**src/rtl/ifu_fetch_pkg.sv**
```systemverilog
// ifu_fetch_pkg: shared definitions for the ysyx_23060251 fetch stage.
//   - bus / address width macros
//   - reset PC default and NOP encoding
//   - fetch FSM state encoding
// Optional build macro used by the fetch stage: YSYX_23060251_IFU_MISALIGN_EN.

`ifndef YSYX_23060251_IFU_DEFS
`define YSYX_23060251_IFU_DEFS
`define YSYX_23060251_XLEN     32
`define YSYX_23060251_INST_BUS 32
`endif

package ifu_fetch_pkg;

  localparam int          XLEN_DEF     = `YSYX_23060251_XLEN;
  localparam int          INST_W       = `YSYX_23060251_INST_BUS;
  localparam logic [31:0] RESET_PC_DEF = 32'h8000_0000;
  localparam logic [31:0] INST_NOP     = 32'h0000_0013;  // addi x0, x0, 0

  typedef enum logic [1:0] {
    IDLE = 2'd0,
    REQ  = 2'd1,
    WAIT = 2'd2
  } fetch_state_e;

endpackage

```
**src/rtl/ifu_fetch_if.sv**
```systemverilog
// ifu_fetch_if: instruction memory port of the fetch stage.
//
// Handshake semantics (both channels): a transfer happens on a rising clock
// edge where valid && ready. Once valid is raised, the producer holds valid
// and its payload stable until that transfer; ready may toggle freely.
//
//   req_valid  : fetch -> mem, request valid
//   req_ready  : mem -> fetch, request accepted
//   req_addr   : fetch -> mem, word-aligned fetch address
//   resp_valid : mem -> fetch, returned word valid
//   resp_data  : mem -> fetch, returned instruction word
//   resp_ready : fetch -> mem, fetch can accept the response
//
// master: the fetch stage. slave: the instruction memory.

interface ifu_fetch_if #(
  parameter int XLEN = 32
);
  logic            req_valid;
  logic            req_ready;
  logic [XLEN-1:0] req_addr;
  logic            resp_valid;
  logic [31:0]     resp_data;
  logic            resp_ready;

  modport master (
    output req_valid, req_addr, resp_ready,
    input  req_ready, resp_valid, resp_data
  );

  modport slave (
    input  req_valid, req_addr, resp_ready,
    output req_ready, resp_valid, resp_data
  );
endinterface

```
**src/rtl/ifu_fetch_out_buf.sv**
```systemverilog
// ifu_fetch_out_buf: 1-entry valid/ready pipeline register carrying {pc, inst}.
//
// Ports:
//   clk_i, rst_n_i     : clock, asynchronous active-low reset
//   fill_i             : load fill_inst_i/fill_pc_i and raise valid_o
//   squash_i           : drop the held entry (wins over fill and drain)
//   squash_pc_en_i     : on squash, also load pc_o with squash_pc_i
//   ready_i            : consumer accepts the entry this cycle
//   valid_o/inst_o/pc_o: held entry; stable while valid_o && !ready_i
//
// The owner guarantees fill_i is only raised when the entry is empty or is
// being drained; the buffer itself never overwrites a valid entry blindly.

module ifu_fetch_out_buf
  import ifu_fetch_pkg::*;
#(
  parameter int XLEN = XLEN_DEF
) (
  input  logic            clk_i,
  input  logic            rst_n_i,
  input  logic            fill_i,
  input  logic [31:0]     fill_inst_i,
  input  logic [XLEN-1:0] fill_pc_i,
  input  logic            squash_i,
  input  logic            squash_pc_en_i,
  input  logic [XLEN-1:0] squash_pc_i,
  input  logic            ready_i,
  output logic            valid_o,
  output logic [31:0]     inst_o,
  output logic [XLEN-1:0] pc_o
);

  logic            valid_q, valid_d;
  logic [31:0]     inst_q, inst_d;
  logic [XLEN-1:0] pc_q, pc_d;

  always_comb begin
    valid_d = valid_q;
    inst_d  = inst_q;
    pc_d    = pc_q;
    if (squash_i) begin
      valid_d = 1'b0;
      if (squash_pc_en_i) begin
        pc_d = squash_pc_i;
      end
    end else if (fill_i) begin
      valid_d = 1'b1;
      inst_d  = fill_inst_i;
      pc_d    = fill_pc_i;
    end else if (valid_q && ready_i) begin
      valid_d = 1'b0;
    end
  end

  always_ff @(posedge clk_i or negedge rst_n_i) begin
    if (!rst_n_i) begin
      valid_q <= 1'b0;
      inst_q  <= INST_NOP;
      pc_q    <= '0;
    end else begin
      valid_q <= valid_d;
      inst_q  <= inst_d;
      pc_q    <= pc_d;
    end
  end

  assign valid_o = valid_q;
  assign inst_o  = inst_q;
  assign pc_o    = pc_q;

endmodule

```
**src/rtl/ifu_fetch.sv**
```systemverilog
// ifu_fetch: instruction fetch stage of the ysyx_23060251 NPC core.
//
// Owns the fetch PC, issues one word fetch at a time on the imem port and
// hands {pc, inst} to decode through a 1-entry output buffer. Redirects from
// execute replace the PC; a fetch already on the bus is completed and its
// response dropped.
//
// Ports:
//   clk_i, rst_n_i        : clock, asynchronous active-low reset
//   redirect_valid_i/pc_i : execute stage PC change (highest priority)
//   imem                  : ifu_fetch_if master (request/response channels)
//   out_valid_o/ready_i   : decode handshake
//   inst_o, pc_o          : instruction and its PC for decode
//   fetch_misalign_o      : misaligned redirect target held (optional)
//   dbg_state_o           : current fetch FSM state
//
// Build option: YSYX_23060251_IFU_MISALIGN_EN adds fetch_misalign_o. Without
// it, redirect target bits [1:0] are treated as zero.

module ifu_fetch
  import ifu_fetch_pkg::*;
#(
  parameter int              XLEN     = XLEN_DEF,
  parameter logic [XLEN-1:0] RESET_PC = XLEN'(RESET_PC_DEF)
) (
  input  logic            clk_i,
  input  logic            rst_n_i,
  input  logic            redirect_valid_i,
  input  logic [XLEN-1:0] redirect_pc_i,
  ifu_fetch_if.master     imem,
  output logic            out_valid_o,
  input  logic            out_ready_i,
  output logic [31:0]     inst_o,
  output logic [XLEN-1:0] pc_o,
`ifdef YSYX_23060251_IFU_MISALIGN_EN
  output logic            fetch_misalign_o,
`endif
  output fetch_state_e    dbg_state_o
);

  fetch_state_e    state_q, state_d;
  logic [XLEN-1:0] pc_q, pc_d;
  logic [XLEN-1:0] addr_q, addr_d;
  logic            drop_q, drop_d;
  logic            misalign_q, misalign_d;

  logic [XLEN-1:0] redir_pc;
  logic            redir_misalign;
  logic            buf_free;
  logic            fill;
  logic            squash;

`ifdef YSYX_23060251_IFU_MISALIGN_EN
  assign redir_pc       = redirect_pc_i;
  assign redir_misalign = (redirect_pc_i[1:0] != 2'b00);
  assign fetch_misalign_o = misalign_q;
`else
  assign redir_pc       = redirect_pc_i & {{(XLEN-2){1'b1}}, 2'b00};
  assign redir_misalign = 1'b0;
`endif

  // Buffer can take a new word by the time a request issued now returns:
  // either it is empty or decode drains it this cycle.
  assign buf_free = !out_valid_o || out_ready_i;

  always_comb begin
    state_d    = state_q;
    pc_d       = pc_q;
    addr_d     = addr_q;
    drop_d     = drop_q;
    misalign_d = misalign_q;
    fill       = 1'b0;
    squash     = 1'b0;

    if (redirect_valid_i) begin
      pc_d       = redir_pc;
      squash     = 1'b1;
      misalign_d = redir_misalign;
    end

    case (state_q)
      IDLE: begin
        // A redirect squashes the buffer, so it frees it as well.
        if (!misalign_d && (buf_free || redirect_valid_i)) begin
          state_d = REQ;
          addr_d  = pc_d;
        end
      end
      REQ: begin
        // addr_q is not touched here: the request stays stable on the bus
        // and its response is marked for dropping instead.
        if (redirect_valid_i) begin
          drop_d = 1'b1;
        end
        if (imem.req_ready) begin
          state_d = WAIT;
        end
      end
      WAIT: begin
        if (imem.resp_valid) begin
          state_d = IDLE;
          drop_d  = 1'b0;
          if (!drop_q && !redirect_valid_i) begin
            fill = 1'b1;
            pc_d = pc_q + XLEN'(4);
          end
        end else if (redirect_valid_i) begin
          drop_d = 1'b1;
        end
      end
      default: begin
        state_d = IDLE;
      end
    endcase
  end

  always_ff @(posedge clk_i or negedge rst_n_i) begin
    if (!rst_n_i) begin
      state_q    <= IDLE;
      pc_q       <= RESET_PC;
      addr_q     <= RESET_PC;
      drop_q     <= 1'b0;
      misalign_q <= 1'b0;
    end else begin
      state_q    <= state_d;
      pc_q       <= pc_d;
      addr_q     <= addr_d;
      drop_q     <= drop_d;
      misalign_q <= misalign_d;
    end
  end

  assign imem.req_valid  = (state_q == REQ);
  assign imem.req_addr   = addr_q;
  assign imem.resp_ready = (state_q == WAIT);
  assign dbg_state_o     = state_q;

  ifu_fetch_out_buf #(
    .XLEN(XLEN)
  ) u_out_buf (
    .clk_i          (clk_i),
    .rst_n_i        (rst_n_i),
    .fill_i         (fill),
    .fill_inst_i    (imem.resp_data),
    .fill_pc_i      (pc_q),
    .squash_i       (squash),
    .squash_pc_en_i (redirect_valid_i && redir_misalign),
    .squash_pc_i    (redirect_pc_i),
    .ready_i        (out_ready_i),
    .valid_o        (out_valid_o),
    .inst_o         (inst_o),
    .pc_o           (pc_o)
  );

endmodule

```
**src/flat_wrapper.sv**
```systemverilog
// flat-port wrapper written by rule: the top's interface ports become plain ports
module ifu_fetch_flat import ifu_fetch_pkg::*;
#(
  parameter int              XLEN     = XLEN_DEF,
  parameter logic [XLEN-1:0] RESET_PC = XLEN'(RESET_PC_DEF)
)
  (clk_i, rst_n_i, redirect_valid_i, redirect_pc_i, out_valid_o, out_ready_i, inst_o, pc_o, dbg_state_o, imem_req_valid, imem_req_addr, imem_resp_ready, imem_req_ready, imem_resp_valid, imem_resp_data);
  ifu_fetch_if #(.XLEN(XLEN)) imem_i ();
  input  logic clk_i;
  input  logic rst_n_i;
  input  logic redirect_valid_i;
  input  logic [XLEN-1:0] redirect_pc_i;
  output logic out_valid_o;
  input  logic out_ready_i;
  output logic [31:0] inst_o;
  output logic [XLEN-1:0] pc_o;
  output fetch_state_e dbg_state_o;
  output wire logic [$bits(imem_i.req_valid)-1:0] imem_req_valid;
  output wire logic [$bits(imem_i.req_addr)-1:0] imem_req_addr;
  output wire logic [$bits(imem_i.resp_ready)-1:0] imem_resp_ready;
  input wire logic [$bits(imem_i.req_ready)-1:0] imem_req_ready;
  input wire logic [$bits(imem_i.resp_valid)-1:0] imem_resp_valid;
  input wire logic [$bits(imem_i.resp_data)-1:0] imem_resp_data;
  assign imem_req_valid = imem_i.req_valid;
  assign imem_req_addr = imem_i.req_addr;
  assign imem_resp_ready = imem_i.resp_ready;
  assign imem_i.req_ready = imem_req_ready;
  assign imem_i.resp_valid = imem_resp_valid;
  assign imem_i.resp_data = imem_resp_data;
  ifu_fetch #(.XLEN(XLEN), .RESET_PC(RESET_PC)) u_core (.clk_i(clk_i), .rst_n_i(rst_n_i), .redirect_valid_i(redirect_valid_i), .redirect_pc_i(redirect_pc_i), .imem(imem_i), .out_valid_o(out_valid_o), .out_ready_i(out_ready_i), .inst_o(inst_o), .pc_o(pc_o), .dbg_state_o(dbg_state_o));
endmodule
```
**config.mk**
```make
export PLATFORM = sky130hd
export DESIGN_NAME = ifu_fetch_flat
export DESIGN_NICKNAME = d
export VERILOG_FILES = /design/src/rtl/ifu_fetch_pkg.sv /design/src/rtl/ifu_fetch_if.sv /design/src/rtl/ifu_fetch_out_buf.sv /design/src/rtl/ifu_fetch.sv /design/src/flat_wrapper.sv
export SDC_FILE = /design/constraint.sdc
export NUM_CORES = 1
export LEC_CHECK = 0
export ABC_AREA = 0
export BUFFER_PORTS_ARGS = -buffer_cell sky130_fd_sc_hd__buf_2
export CORE_MARGIN = 2
export CORE_UTILIZATION = 34
export CTS_CLUSTER_DIAMETER = 100
export CTS_CLUSTER_SIZE = 16
export DETAILED_ROUTE_END_ITERATION = 16
export HOLD_SLACK_MARGIN = 0.08
export SKIP_LAST_GASP = 1
export SLEW_MARGIN = 20
export SYNTH_ARGS = -nofsm -noshare
export SYNTH_HDL_FRONTEND = slang
export SYNTH_SLANG_ARGS = --single-unit
```
**constraint.sdc**
```tcl
create_clock -name clk_i -period 6.6 [get_ports clk_i]
set_input_delay 0.33 -clock clk_i [delete_from_list [all_inputs] [get_ports clk_i]]
set_output_delay 0.33 -clock clk_i [all_outputs]
set_load 0.02 [all_outputs]
```
==> flow_metrics.env, run 1 <==
export IMPL_run_status="completed"
export IMPL_syn_area_per_cell_um2=11.9
export IMPL_cts_tree="yes"
export IMPL_power_leakage_nw=3.78
export IMPL_final_core_util_pct=44.8
export IMPL_layout_min_cycle_time_ns=2.75
export IMPL_clock_path_buffers=2
export IMPL_min_period_over_period_pct=41.7
export IMPL_fin_nets=747
export IMPL_startpoint="u_core.dbg_state_o[0]"
export IMPL_rsz0062_at_grt="false"
export IMPL_drive_gt1_share_pct=45.8
export IMPL_totalWireLength_um=15100
export IMPL_synth_ff_type="dfrtp_1"
export IMPL_synth_fp_nets=583
export IMPL_async_reset_ff_share_pct=100
export IMPL_use_met1_pct=21.3
export IMPL_synth_cell_types=53
export IMPL_rows=48
export IMPL_startpoint_type="flip-flop"
export IMPL_skew_ns=0.00469
export IMPL_min_from="redirect_pc_i[14]"
export IMPL_grt_met3_usage_pct=3.57
export IMPL_cts_resized=0
export IMPL_cts_root_buf="clkbuf_16"
export IMPL_power_switching_share_pct=33.7
export IMPL_seq_power_share_pct=36.3
export IMPL_arrival_ns=3.06
export IMPL_route_vias_total=4548
export IMPL_antenna_found_initial=1
export IMPL_fp_dieW_um=137
export IMPL_syn_area_um2=6050
export IMPL_num_fill_cells=1659
export IMPL_dpl_cell_count=878
export IMPL_final_cells=912
export IMPL_synthCells=509
export IMPL_synth_edff_count=0
export IMPL_wl_per_cell_um=16.5
export IMPL_pwr_density_cell_nw_per_um2=436
export IMPL_clkTransAtPathRegs_ns=0.06
export IMPL_r2r_start="u_core.dbg_state_o[0]"
export IMPL_setup_viol_count_final=0
export IMPL_fp_coreArea_um2=17400
export IMPL_relSlewSlack_pct=30.8
export IMPL_clock_sink_count=133
export IMPL_slew_violations=0
export IMPL_drc=0
export IMPL_vdd_drop_max_mv=0.213
export IMPL_hold_viol_final=0
export IMPL_port_buffers=168
export IMPL_grt_use_met2_pct=28.3
export IMPL_clock_power_share_pct=31.3
export IMPL_tightest_slew_ns=1.02
export IMPL_grt_first_pass_wirelength_um=24500
export IMPL_ys_seq_area_share_pct=55.1
export IMPL_drv_cap=0
export IMPL_first_pass_iters=4
export IMPL_cp_required_ns=6.90
export IMPL_hpwlAfterDp_um=10400
export IMPL_cts_made_buffers=17
export IMPL_detail_route_antenna_nets=0
export IMPL_die_area_um2=18900
export IMPL_viasPerCell=4.99
export IMPL_crit_path_max_fanout=8
export IMPL_hold_class="in -> reg"
export IMPL_worstSetupEndpointType="flip-flop"
export IMPL_gp_congestion=0.768
export IMPL_die_y_um=137
export IMPL_top_usage_layer="met2"
export IMPL_floorplan_initialDensity_pct=34.8
export IMPL_clk_latency_ns=0.42
export IMPL_yosys_register_bits=133
export IMPL_clock_fmax_mhz=363
export IMPL_grt_max_degree=94
export IMPL_intPower_w=0.00224
export IMPL_grt_usage_pct=16.9
export IMPL_switchingPower_w=0.00114
export IMPL_grt_overflow=0
export IMPL_p_total_w=0.00339
export IMPL_comb_power_share_pct=32.4
export IMPL_drt_iter0_markers=197
export IMPL_fin_setup_tns_ns=0
export IMPL_io_pin_count=171
export IMPL_grt_pass1_vias=4620
export IMPL_cts_htree_levels=4
export IMPL_yosysWarnings=0
export IMPL_critPathKind="reg -> reg"
export IMPL_syn2layout_area_growth_pct=28.4
==> worst max-delay path, cell delays in order, from the launching register on <==
cell and delay [ns]:
dfrtp_1 0.41, inv_1 0.10, ha_1 0.35, and4bb_4 0.29
nor4b_1 0.83, nor3b_1 0.30, mux2_2 0.36
==> cell usage in the layout, fill, tap and decap left out, types with 5 or more instances in the layout <==
| cell | instances |
|---|---|
| nor4_1 | 7 |
| mux2i_1 | 7 |
| buf_2 | 167 |
| nand3_1 | 17 |
| dfstp_2 | 5 |
| inv_1 | 24 |
| nor2b_1 | 12 |
| nor2_1 | 16 |
| a31oi_1 | 11 |
| o31ai_1 | 5 |
| bufinv_16 | 6 |
| o21ai_0 | 28 |
| dfrtp_1 | 128 |
| clkbuf_16 | 17 |
| nand2_1 | 33 |
| a21oi_1 | 9 |
| mux2_2 | 95 |
| nand4_1 | 9 |
| xnor2_1 | 10 |
| or4_1 | 9 |
==> sequential cells by signal, summed over array words and instances (netlist names) <==
name                      flops
u_core.u_out_buf.valid_o      1
u_core.misalign_q             1
u_core.u_out_buf.inst_o      32
u_core.u_out_buf.pc_o        32
u_core.imem.req_addr         32
u_core.drop_q                 1
u_core.pc_q                  32
u_core.dbg_state_o            2
==> kinds of logic after synthesis <==
| family | count (synthesis) | share of synthesized area [%] |
|---|---|---|
| buffers and inverters | 52 | 3.43 |
| multiplexers | 102 | 18.8 |
| AO/OA/AOI/OAI | 74 | 7.61 |
| flip-flops | 133 | 55.1 |
| AND/OR/NAND/NOR | 134 | 12.7 |
| XOR/XNOR | 10 | 1.45 |
| adder cells (fa/ha/maj) | 4 | 0.828 |
==> cells in the mapped netlist (3+ instances only) <==
cell	n	area, um2
a21o_1	3	22.5
a21oi_1	9	45.0
a221oi_1	3	26.3
a31oi_1	11	68.8
and3_1	3	18.8
and4_1	3	26.3
buf_1	8	30.0
buf_2	4	20.0
clkbuf_1	15	56.3
dfrtp_1	128	3200
dfstp_2	5	131
ha_1	4	50.1
inv_1	24	90.1
mux2_2	95	1070
mux2i_1	7	70.1
nand2_1	33	124
nand3_1	17	85.1
nand4_1	9	56.3
nor2_1	16	60.1
nor2b_1	12	75.1
nor3_1	3	15.0
nor4_1	7	43.8
o211ai_1	4	30.0
o21ai_0	28	140
o31ai_1	5	37.5
or4_1	9	67.6
xnor2_1	10	87.6
==> power groups by stage <==
stage                     Sequential (W)  Clock (W)  Combinational [W]
after CTS                        0.00123    0.00109            0.00112
after global routing             0.00127    0.00113            0.00118
after detailed placement         0.00124          0            0.00112
after global placement           0.00123          0            0.00110
final                            0.00123    0.00106            0.00110
after floorplan                  0.00153          0           0.000417
==> path summary, 6_finish.rpt <==
path,end,slack (ns),cells after the start
max in group asynchronous,u_core.imem.req_addr[29],4.84,3
hold / removal,u_core.pc_q[14],0.14,3
setup / recovery,u_core.pc_q[19],3.85,6
hold reg to reg,u_core.imem.req_addr[31],0.47,2
setup reg to reg,u_core.pc_q[19],3.85,6
min in group asynchronous,u_core.pc_q[0],0.52,2
==> layout make-up <==
class | count | area [um2] | area share (%)
inverter | 24 | 90.1 | 1.16
multi-input combinational | 324 | 2510 | 32.3
tap | 225 | 282 | 3.62
antenna | 1 | 2.50 | 0.0322
timing repair buffer | 173 | 887 | 11.4
clock inverter | 14 | 233 | 3.00
sequential | 133 | 3330 | 42.9
clock buffer | 18 | 429 | 5.53
==> repair_timing <==
item | in CTS | in global routing
hold buffers | 1 | 0
setup buffers | 0 | 0
endpoints found under the hold margin | 72 | 0
==> per-layer routing <==
layer  up-vias  share of wire, %
met5         -                 0
met4         0               1.7
met3        18               4.6
met2       108                50
met1      2240                43
li1       2182                 -
==> metrics by stage <==
stage | instance area, um2 | worst slack, ns | hold WS (ns)
after floorplan | 6050 | 4.16 | 0.0344
after global placement | 7090 | 3.64 | 0.385
after detailed placement | 7090 | 3.61 | 0.409
after CTS | 7760 | 3.78 | 0.110
after global routing | 7770 | 3.59 | 0.121
final | 7770 | 3.85 | 0.138
Power figures use the tool's default switching activity.
==> run 2: changes to the inputs <==
==> constraint.sdc (replaced) <==
create_clock -name clk_i -period 2.6 [get_ports clk_i]
set_input_delay 0.13 -clock clk_i [delete_from_list [all_inputs] [get_ports clk_i]]
set_output_delay 0.13 -clock clk_i [all_outputs]
set_load 0.02 [all_outputs]
==> run 2 against run 1 <==
  * Utilization up 3.7 points
  * Non-clock buffer count is 72 higher
  * Sequential power grew to 2.5 times the previous value
  * Largest cell class unchanged
  * Clock power is 120% higher
  * Critical path type unchanged
==> flow_metrics.env, run 2 (synthesis results as in run 1) <==
export IMPL_vdd_drop_max_mv=0.556
export IMPL_die_y_um=137
export IMPL_die_area_um2=18900
export IMPL_fin_ws_ns=0.307
export IMPL_rsz0062_at_grt="false"
export IMPL_grt_overflow=0
export IMPL_cp_slowest_cell="dfrtp_1"
export IMPL_min_period_over_period_pct=88.2
export IMPL_port_buffers=168
export IMPL_cts_root_buf="clkbuf_16"
export IMPL_relSlewSlack_pct=60.7
export IMPL_layout_commonest_cell="buf_2"
export IMPL_hold_viol_final=0
export IMPL_seq_power_share_pct=37.2
export IMPL_layout_common_cells="buf_2 (167), dfrtp_1 (128), mux2_2 (95)"
export IMPL_cts_made_buffers=17
export IMPL_multi_input_area_um2=2510
export IMPL_fp_dieW_um=137
export IMPL_hold_class="in -> async"
export IMPL_io_pin_count=171
export IMPL_intPower_w=0.00545
export IMPL_fin_setup_tns_ns=0
export IMPL_grt_pass1_vias=5051
export IMPL_final_cells=983
export IMPL_rows=48
export IMPL_gp_congestion=0.763
export IMPL_dpl_cell_count=885
export IMPL_clock_path_buffers=2
export IMPL_critPathKind="reg -> reg"
export IMPL_viasPerCell=4.91
export IMPL_fp_coreArea_um2=17400
export IMPL_drc=0
export IMPL_crit_path_max_incr_delay_ns=0.40
export IMPL_clock_sink_count=133
export IMPL_arrival_ns=2.60
export IMPL_slew_violations=0
export IMPL_syn2layout_area_growth_pct=39.2
export IMPL_fin_nets=819
export IMPL_grt_max_degree=75
export IMPL_antenna_found_initial=0
export IMPL_grt_usage_pct=17.8
export IMPL_clk_latency_ns=0.42
export IMPL_first_pass_iters=4
export IMPL_drive_gt1_share_pct=42.2
export IMPL_crit_path_max_fanout=5
export IMPL_hpwlAfterDp_um=10900
export IMPL_p_total_w=0.00841
export IMPL_wl_per_cell_um=16.5
export IMPL_drt_iter0_markers=206
export IMPL_power_switching_share_pct=35.3
export IMPL_route_vias_total=4829
export IMPL_preCtsSetupSlack_ns=0.307
export IMPL_tightest_slew_ns=0.586
export IMPL_cts_resized=0
export IMPL_switchingPower_w=0.00297
export IMPL_setup_viol_count_final=0
export IMPL_worstSetupEndpointType="flip-flop"
export IMPL_seqCellArea_um2=3330
export IMPL_run_status="completed"
export IMPL_skew_ns=0.00783
export IMPL_detail_route_antenna_nets=0
export IMPL_power_leakage_nw=4.06
export IMPL_clock_fmax_mhz=436
export IMPL_comb_power_share_pct=34.5
export IMPL_drv_cap=0
export IMPL_cp_required_ns=2.91
export IMPL_crit_chain="inv_1 -> ha_1 -> and4bb_4 -> nor4b_1 -> buf_4 -> nor3b_1 -> mux2_2"
export IMPL_clock_power_share_pct=28.3
export IMPL_cts_htree_levels=4
export IMPL_clkTransAtPathRegs_ns=0.06
export IMPL_layout_min_cycle_time_ns=2.29
export IMPL_grt_first_pass_wirelength_um=25600
export IMPL_diodes=0
export IMPL_pwr_density_cell_nw_per_um2=999
export IMPL_floorplan_initialDensity_pct=34.8
export IMPL_totalWireLength_um=16300
export IMPL_startpoint_type="flip-flop"
export IMPL_cts_tree="yes"
export IMPL_num_fill_cells=1590
==> run 2: cell count changes in the layout (fill, tap and decap cells not counted), moves of 2 or more <==
cell / before / now
dlygate4sd3_1: 1 / 66
buf_4: 4 / 9
bufinv_16: 6 / 2
buf_12: 0 / 2
clkbuf_8: 0 / 2
==> run 2: cell type report <==
cell class / count / area share [%]
tap: 225 / 3.34
multi-input combinational: 324 / 29.8
timing repair buffer: 245 / 19.2
sequential: 133 / 39.6
clock inverter: 11 / 1.49
inverter: 24 / 1.07
clock buffer: 21 / 5.47
==> run 2: path summary, 6_finish.rpt <==
path / from / end / slack, ns / cells after the start
worst max-delay path: u_core.dbg_state_o[0] / u_core.pc_q[19] / 0.31 / 7
worst min-delay path: rst_n_i / u_core.u_out_buf.inst_o[22] / 0.24 / 2
worst max register to register: u_core.dbg_state_o[0] / u_core.pc_q[19] / 0.31 / 7
worst min register to register: u_core.imem.req_addr[31] / u_core.imem.req_addr[31] / 0.48 / 2
max in group asynchronous: rst_n_i / u_core.u_out_buf.inst_o[4] / 1.49 / 3
min in group clk_i: redirect_valid_i / u_core.pc_q[28] / 0.24 / 4
==> run 2: power by group through the flow <==
| stage | clock network, W | logic [W] | registers, W |
|---|---|---|---|
| 2_1_floorplan | 0 | 0.00106 | 0.00388 |
| 3_3_place_gp | 0 | 0.00281 | 0.00313 |
| 3_5_place_dp | 0 | 0.00286 | 0.00316 |
| 4_1_cts | 0.00243 | 0.00295 | 0.00314 |
| 5_1_grt | 0.00253 | 0.00311 | 0.00322 |
| 6_report | 0.00238 | 0.00290 | 0.00313 |
==> run 2: timing repair <==
item                                    in CTS  in global routing
hold buffers                                66                  0
endpoints found under the setup margin       0                  0
hold endpoints to repair                   141                  0
buffers inserted                             0                  0
==> run 2: per-layer routing <==
layer  wire [um]  part of all wire [%]  up-vias  track usage [%]
li1            -                     -     2318                -
met1        7120                    44     2369             21.4
met2        8170                    50      121             30.2
met3         672                   4.1       21             4.53
met4         305                   1.9        0             7.62
met5           0                     0        -                0
==> run 2: stage by stage <==
step	util [%]	hold WS, ns	area, um2
global route	48.5	0.250	8420
global placement	41.3	0.135	7170
detailed placement	41.3	0.145	7170
floorplan	-	-0.166	6050
finish	48.5	0.240	8420
CTS	48.5	0.223	8420
==> run 2: worst max-delay path, delay by kind of cell (launching register included) <==
kind / cells / cell delay, ns
multiplexers: 1 / 0.35
AND/OR/NAND/NOR: 3 / 0.84
adder cells (fa/ha/maj): 1 / 0.27
flip-flops: 1 / 0.40
buffers and inverters: 2 / 0.30
